$ cat src/rtl/tff_bank_sequencer_pkg.sv
// Shared encodings for the TFF bank sequencer: command modes, FSM states
// and the step-count width.
package tff_seq_pkg;

  localparam int RUN_LEN_W = 8;

  typedef enum logic [1:0] {
    MODE_HOLD  = 2'b00,
    MODE_UP    = 2'b01,
    MODE_DOWN  = 2'b10,
    MODE_CLEAR = 2'b11
  } mode_e;

  typedef enum logic [1:0] {
    S_IDLE = 2'b00,
    S_RUN  = 2'b01,
    S_DONE = 2'b10
  } state_e;

endpackage

$ cat src/rtl/tff_bank_sequencer_tff_sync.sv
// Single toggle flip-flop with synchronous active-high reset; one cell of
// the sequencer's count bank.
module TFF_Sync (
  input  logic clk,
  input  logic reset,
  input  logic T,
  output logic Q
);

  // NOTE: sequential state is always assigned with <= so every flop samples
  // pre-edge values regardless of process ordering.
  always_ff @(posedge clk) begin
    if (reset)  Q <= 1'b0;
    else if (T) Q <= ~Q;
  end

endmodule

$ cat src/rtl/tff_bank_sequencer.sv
// Command-driven controller that turns a bank of toggle flops into a
// modulo-MODULUS up/down counter by choosing which cells toggle each cycle.
module tff_bank_sequencer
  import tff_seq_pkg::*;
#(
  parameter int WIDTH   = 4,
  parameter int MODULUS = 10
) (
  input  logic                 clk,
  input  logic                 reset,
  input  logic                 start,
  input  logic [1:0]           mode,
  input  logic [RUN_LEN_W-1:0] run_len,
  output logic [WIDTH-1:0]     count,
  output logic                 busy,
  output logic                 done,
  output logic                 wrap
);

  localparam logic [WIDTH:0]     MOD_MAX = (WIDTH + 1)'(MODULUS - 1);
  localparam logic [WIDTH:0]     ONE_EXT = (WIDTH + 1)'(1);
  localparam logic [RUN_LEN_W-1:0] ONE_RL = RUN_LEN_W'(1);

  state_e               state, state_next;
  mode_e                mode_q;
  logic [RUN_LEN_W-1:0] remaining;
  logic [WIDTH-1:0]     t_vec;
  logic                 wrap_step;

  // Next-value arithmetic is one bit wider so MODULUS = 2^WIDTH never aliases.
  logic [WIDTH:0] q_ext, up_ext, down_ext;

  assign q_ext    = {1'b0, count};
  assign up_ext   = (q_ext >= MOD_MAX) ? '0 : q_ext + ONE_EXT;
  assign down_ext = (q_ext == '0 || q_ext > MOD_MAX) ? MOD_MAX : q_ext - ONE_EXT;

  assign busy = (state == S_RUN);

  always_ff @(posedge clk) begin
    if (reset) state <= S_IDLE;
    else       state <= state_next;
  end

  // NOTE: every output of this block gets a default first, so no path can
  // leave a value unassigned and infer a latch.
  always_comb begin
    state_next = state;
    t_vec      = '0;
    wrap_step  = 1'b0;
    case (state)
      S_IDLE: begin
        if (start)
          state_next = (mode == MODE_CLEAR || run_len != '0) ? S_RUN : S_DONE;
      end
      S_RUN: begin
        case (mode_q)
          MODE_UP: begin
            t_vec     = count ^ WIDTH'(up_ext);
            wrap_step = (q_ext == MOD_MAX);
          end
          MODE_DOWN: begin
            t_vec     = count ^ WIDTH'(down_ext);
            wrap_step = (q_ext == '0);
          end
          MODE_CLEAR: t_vec = count;
          default:    t_vec = '0;
        endcase
        if (remaining == ONE_RL) state_next = S_DONE;
      end
      S_DONE:  state_next = S_IDLE;
      default: state_next = S_IDLE;
    endcase
  end

  // Command latch, step counter and the registered status pulses.
  always_ff @(posedge clk) begin
    if (reset) begin
      mode_q    <= MODE_HOLD;
      remaining <= '0;
      done      <= 1'b0;
      wrap      <= 1'b0;
    end else begin
      done <= (state == S_DONE);
      wrap <= wrap_step;
      if (state == S_IDLE && start) begin
        mode_q    <= mode_e'(mode);
        remaining <= (mode == MODE_CLEAR) ? ONE_RL : run_len;
      end else if (state == S_RUN) begin
        remaining <= remaining - ONE_RL;
      end
    end
  end

  for (genvar i = 0; i < WIDTH; i++) begin : g_cell
    TFF_Sync u_cell (
      .clk   (clk),
      .reset (reset),
      .T     (t_vec[i]),
      .Q     (count[i])
    );
  end

endmodule

$ cat config.mk
export PLATFORM = sky130hd
export DESIGN_NAME = tff_bank_sequencer
export DESIGN_NICKNAME = d
export VERILOG_FILES = /design/src/rtl/tff_bank_sequencer_pkg.sv /design/src/rtl/tff_bank_sequencer_tff_sync.sv /design/src/rtl/tff_bank_sequencer.sv
export SDC_FILE = /design/constraint.sdc
export NUM_CORES = 1
export LEC_CHECK = 0
export BUFFER_PORTS_ARGS = -buffer_cell sky130_fd_sc_hd__buf_2
export CAP_MARGIN = 20
export CELL_PAD_IN_SITES_DETAIL_PLACEMENT = 0
export CELL_PAD_IN_SITES_GLOBAL_PLACEMENT = 1
export CORE_MARGIN = 1.5
export CORE_UTILIZATION = 44
export DETAILED_ROUTE_END_ITERATION = 16
export GPL_TIMING_DRIVEN = 0
export PLACE_DENSITY_LB_ADDON = 0.1
export REMOVE_ABC_BUFFERS = 1
export SLEW_MARGIN = 10
export SYNTH_ARGS = -nofsm -noshare
export SYNTH_HDL_FRONTEND = slang
export SYNTH_SLANG_ARGS = --single-unit
$ cat constraint.sdc
create_clock -name clk -period 4 [get_ports clk]
set_input_delay 0.6 -clock clk [delete_from_list [all_inputs] [get_ports clk]]
set_output_delay 0.6 -clock clk [all_outputs]
set_load 0.05 [all_outputs]
==> out/qor.csv, run 1 <==
metric,value,unit
vias_per_cell,6.06,
status,completed,
grt.overflow.total,0,
ys_ff_latch,18,
skew,0.00701,ns
stdcell_count,204,
switchingPower,0.202,mW
first_pass_iters,4,
critPathLaunchType,flip-flop,
arrival,1.77,ns
report.final.slew_viol_count,0,
crit_required,3.40,ns
cts_hold_buf,0,
synth_edf_count,0,
cpMaxStageDelayCell,nor2b_1,
whs,0.477,ns
dpl.hpwl,2.21,mm
drt_iter0_drc,76,
hold_path.class,reg2reg,
layout.nets,196,
final_area,0.00138,mm²
grtUsageTotal,20.4,%
cts_buffers,3,
multi_input_area,805,µm²
max_cap_violations,0,
tns,0,ns
die_w,56.9,µm
ir_worst_vdd,0.223,mV
io_buffers,19,
power.density,385,mW/mm²
crit_path_end_kind,output port,
clock_power_share,21.6,%
grt_pass1_wl,5.25,mm
p_comb_share,34.1,%
relSlewSlack,40.5,%
yosysTopAreaCellShare,28.2,%
setup_violations,0,
drive_gt1_share,17.9,%
clkTransAtPathRegs,0.11,ns
crit_chain,nor2b_1 -> buf_2,
placed_cells,200,
final_core_util,50.0,%
synth_async_sr_flop_share,0,%
cts.path.max_buffers,2,
rows,19,
path_delay_family,simple AND/OR/NAND/NOR gates,
wirelength,3.02,mm
layout_common_cells,"buf_2 (19), dfxtp_1 (18), a21oi_1 (16)",
hold_violations,0,
post_synth.cell_area_avg,7.80,µm²
fin_crit_sh,59.4,%
h-tree-depth,1,
slowest_delay,0.65,ns
yosysTopAreaCell,dfxtp_1,
postCtsSetupRepairBufs,0,
post-route-min-period,2.37,ns
setup_ws,1.63,ns
syn_to_final_growth,7.93,%
power,0.532,mW
die_h,56.9,µm
ys_top_cells_by_area,"dfxtp_1 (28%), ha_1 (8.8%), a21oi_1 (6.3%)",
rsz0062_at_grt,false,
n_fill_cell,294,
synth_cells,164,
clkSinkCount,18,
grt_pass1_vias,1185,
path_buf_inv,1,
dp_slack,1.78,ns
cts_root_buffer,clkbuf_4,
ant_nets,0,
seqCellArea,360,µm²
mappedNetlistArea,0.00128,mm²
ys_warn_count,0,
pin_count,20,
dieArea,0.00324,mm²
wl_per_cell,14.8,µm
clkLatencyLatePin,0.29,ns
worst_pin_slew,0.890,ns
netSwitchingFraction,37.9,%
path_max_fanout,9,
place_area,0.00134,mm²
globalplace.congestion,0.884,
grt_max_degree,17,
cts_resized,0,
yosysSeqAreaShare,28.2,%
antenna_cells,0,
coreArea,0.00276,mm²
seqPwrFrac,44.3,%
antenna_found_initial,0,
power.leakage,0.552,nW
timing.fmax,421,MHz
yosysUniqueCellTypes,40,
synth_ff_type,dfxtp_1,
start_util,46.4,%
p_int,0.330,mW
critical_path_class,reg2out,
layout_commonest_cell,buf_2,
vias,1236,
drc,0,
tritoncts,done,
## power by group through the flow
stage	sequential (mW)	clock, mW	combinational [mW]
after CTS	0.235	0.121	0.181
final	0.236	0.115	0.181
after global placement	0.237	0	0.178
after detailed placement	0.238	0	0.180
after floorplan	0.246	0	0.123
after global routing	0.240	0.128	0.202
## cell usage after synthesis, drive strengths merged (4+ instances only)
master	count
inv	12
nor3b	5
nand3	6
o21ai	5
and3	4
nor2b	5
o211ai	4
a21oi	16
buf	6
ha	9
or4	4
a31oi	4
nand2	10
nor3	6
dfxtp	18
nor2	10
clkbuf	8
## worst register-to-register path, stage by stage (launching register included)
cell      delay, ns
dfxtp_1        0.46
inv_1          0.13
ha_1           0.28
o311ai_0       0.59
a31oi_1        0.15
or4_1          0.54
## flip-flops by register name (all words and copies together), names as in the netlist
name,flops
done,1
g_cell.u_cell.Q,4
mode_q,2
remaining,8
state,2
wrap,1
## metal layers
metal | share of wire [%] | global-route usage [%] | vias to the layer above
met5 | 0 | 0 | -
met4 | 1.3 | 10.6 | 0
met3 | 2.7 | 3.00 | 4
met2 | 50 | 34.6 | 19
met1 | 46 | 24.8 | 594
li1 | - | - | 619
## cell type report
cell class	count	area share [%]
Sequential cell	18	26.1
Clock buffer	4	2.63
Timing Repair Buffer	19	6.89
Tap cell	31	2.81
Multi-Input combinational cell	120	58.3
Inverter	12	3.26
## kinds of logic (layout without fill, tap and decap cells)
group	Yosys count	after routing	synth area share (%)
flip-flops	18	18	28.2
buffers and inverters	26	35	9.30
AO/OA/AOI/OAI	49	49	26.1
adder cells (fa/ha/maj)	9	9	8.81
XOR/XNOR	1	1	0.685
AND/OR/NAND/NOR	61	61	26.9
## worst paths after layout
path / startpoint / to / slack, ns / cells after the start
worst max register to register: g_cell[1].u_cell.Q / g_cell[3].u_cell.Q / 1.74 / 5
worst min-delay path: remaining[5] / remaining[5] / 0.48 / 2
worst max-delay path: state[0] / busy / 1.63 / 2
worst min register to register: remaining[5] / remaining[5] / 0.48 / 2
Power figures use the tool's default switching activity.
==> run 2, diff against run 1 <==
--- a/config.mk
+++ b/config.mk
@@ -10,7 +10,7 @@
 export CELL_PAD_IN_SITES_DETAIL_PLACEMENT = 0
 export CELL_PAD_IN_SITES_GLOBAL_PLACEMENT = 1
 export CORE_MARGIN = 1.5
-export CORE_UTILIZATION = 44
+export CORE_UTILIZATION = 37
 export DETAILED_ROUTE_END_ITERATION = 16
 export GPL_TIMING_DRIVEN = 0
 export PLACE_DENSITY_LB_ADDON = 0.1
==> constraint.sdc (replaced) <==
create_clock -name clk -period 2 [get_ports clk]
set_input_delay 0.3 -clock clk [delete_from_list [all_inputs] [get_ports clk]]
set_output_delay 0.3 -clock clk [all_outputs]
set_load 0.05 [all_outputs]
==> out/qor.csv, run 2 (same netlist as run 1, synthesis figures left out) <==
metric,value,unit,change
cts.path.max_buffers,2,,unchanged
tns,0,ns,unchanged
critPathLaunchType,flip-flop,,unchanged
start_util,38.3,%,was 46.4%
cts_root_buffer,clkbuf_4,,unchanged
ir_worst_vdd,0.304,mV,was 0.223 mV
critical_path_class,reg2reg,,was reg2out
final_core_util,43.1,%,was 50.0%
grtUsageTotal,19.1,%,was 20.4%
drc,0,,unchanged
crit_required,2.19,ns,was 3.40 ns
dpl.hpwl,2.42,mm,was 2.21 mm
wirelength,3.28,mm,was 3.02 mm
vias,1240,,was 1236
power.leakage,0.559,nW,was 0.552 nW
drt_iter0_drc,46,,was 76
ant_nets,0,,unchanged
cts_buffers,3,,unchanged
startpoint,g_cell[1].u_cell.Q,,was state[0]
whs,0.262,ns,was 0.477 ns
relSlewSlack,49.0,%,was 40.5%
wl_per_cell,15.0,µm,was 14.8 µm
p_comb_share,34.5,%,was 34.1%
io_buffers,19,,unchanged
n_fill_cell,357,,was 294
die_h,61.8,µm,was 56.9 µm
cp_common_cell,inv_1,,
rows,21,,was 19
crit_chain,inv_1 -> ha_2 -> inv_1 -> o311ai_2 -> a31oi_1 -> or4_1,,was nor2b_1 -> buf_2
cpMaxStageDelayCell,or4_1,,was nor2b_1
clock_power_share,21.6,%,about the same
tritoncts,done,,unchanged
netSwitchingFraction,38.5,%,was 37.9%
globalplace.congestion,0.780,,was 0.884
vias_per_cell,5.66,,was 6.06
die_w,61.8,µm,was 56.9 µm
report.final.slew_viol_count,0,,unchanged
hold_path.class,in2reg,,was reg2reg
dp_slack,-0.230,ns,was 1.78 ns
largest_reg_flops,8,,unchanged
skew,0.00660,ns,was 0.00701 ns
syn_to_final_growth,12.5,%,was 7.93%
grt_pass1_wl,5.44,mm,was 5.25 mm
path_max_fanout,7,,was 9
dieArea,0.00382,mm²,was 0.00324 mm²
p_int,0.668,mW,was 0.330 mW
worstReg2RegStart,g_cell[1].u_cell.Q,,unchanged
hold_start,mode[0],,was remaining[5]
grt_pass1_vias,1157,,was 1185
seqPwrFrac,43.9,%,was 44.3%
clkTransAtPathRegs,0.12,ns,was 0.11 ns
grt.overflow.total,0,,unchanged
fin_crit_sh,94.7,%,
clkLatencyLatePin,0.30,ns,was 0.29 ns
setup_ws,0.107,ns,was 1.63 ns
clkSinkCount,18,,unchanged
layout_commonest_cell,buf_2,,unchanged
antenna_found_initial,0,,unchanged
antenna_cells,0,,unchanged
layout.nets,196,,unchanged
h-tree-depth,1,,unchanged
rrSetupSlack,0.11,ns,was 1.74 ns
layout_common_cells,"buf_2 (19), a21oi_1 (16), dfxtp_1 (16)",,"was buf_2 (19), dfxtp_1 (18), a21oi_1 (16)"
crit_path_end_kind,flip-flop,,was output port
regMostFlops,remaining,,unchanged
grt_max_degree,17,,unchanged
first_pass_iters,4,,unchanged
power.density,754,mW/mm²,was 385 mW/mm²
status,completed,,unchanged
largestRegisters,"remaining: 8 flops, g_cell.u_cell.Q: 4 flops",,unchanged
timing.fmax,528,MHz,
pin_count,20,,unchanged
hold_violations,0,,unchanged
drive_gt1_share,22.5,%,was 17.9%
slowest_delay,0.52,ns,was 0.65 ns
rsz0062_at_grt,false,,unchanged
path_buf_inv,2,,was 1
switchingPower,0.418,mW,was 0.202 mW
setup_violations,0,,unchanged
max_cap_violations,0,,unchanged
path_delay_family,simple AND/OR/NAND/NOR gates,,unchanged
worst_pin_slew,0.762,ns,was 0.890 ns
coreArea,0.00334,mm²,was 0.00276 mm²
post-route-min-period,1.89,ns,
arrival,2.08,ns,was 1.77 ns
## run 2: changes by cell type in the layout (fill, tap and decap cells not counted), moves of 2 or more
| cell | change |
|---|---|
| ha_2 | +2 |
| o311ai_0 | -2 |
| dfxtp_1 | -2 |
| ha_1 | -3 |
| dfxtp_2 | +2 |
## run 2: worst paths after layout
| check | end | depth (start not counted) |
|---|---|---|
| hold / removal | mode_q[0] | 3 |
| setup / recovery | g_cell[3].u_cell.Q | 6 |
| hold reg to reg | remaining[5] | 2 |
| setup reg to reg | g_cell[3].u_cell.Q | 6 |
## run 2: worst min-delay path, cell delays in order
cell and delay (ns):
buf_2 0.12, nand2_1 0.06, a21oi_1 0.05
## run 2: routing by layer
metal | GRT usage (%) | up-vias | wire length [µm]
met5 | 0 | - | 0
met2 | 34.4 | 25 | 1670
met4 | 2.74 | 0 | 19
met3 | 4.35 | 2 | 124
li1 | - | 618 | -
met1 | 23.6 | 595 | 1470
## run 2: repair_timing
item                                    CTS  global route
buffers inserted                          0             0
resized for setup                         5             7
hold buffers                              0             0
endpoints found under the setup margin    5             3
## run 2: per-stage QoR
stage / area [µm²] / power [mW] / std cells
floorplan: 1200 / 0.737 / 150
global placement: 1360 / 0.833 / 215
detailed placement: 1360 / 0.845 / 215
CTS: 1420 / 1.09 / 219
global route: 1440 / 1.16 / 219
finish: 1440 / 1.09 / 219
## run 2: final cells by class
cell class,instances,area (µm²),share of cell area (%)
Timing Repair Buffer,19,95.1,6.61
Clock buffer,4,36.3,2.52
Multi-Input combinational cell,120,842,58.5
Inverter,12,45.0,3.13
Tap cell,46,57.6,4.00
Sequential cell,18,363,25.2
## run 2: power groups by stage
stage          Sequential [mW]  Clock [mW]  Combinational [mW]
2_1_floorplan            0.491           0               0.245
6_report                 0.477       0.235               0.374
3_5_place_dp             0.478           0               0.367
3_3_place_gp             0.473           0               0.360
5_1_grt                  0.487       0.258               0.416
4_1_cts                  0.472       0.250               0.372
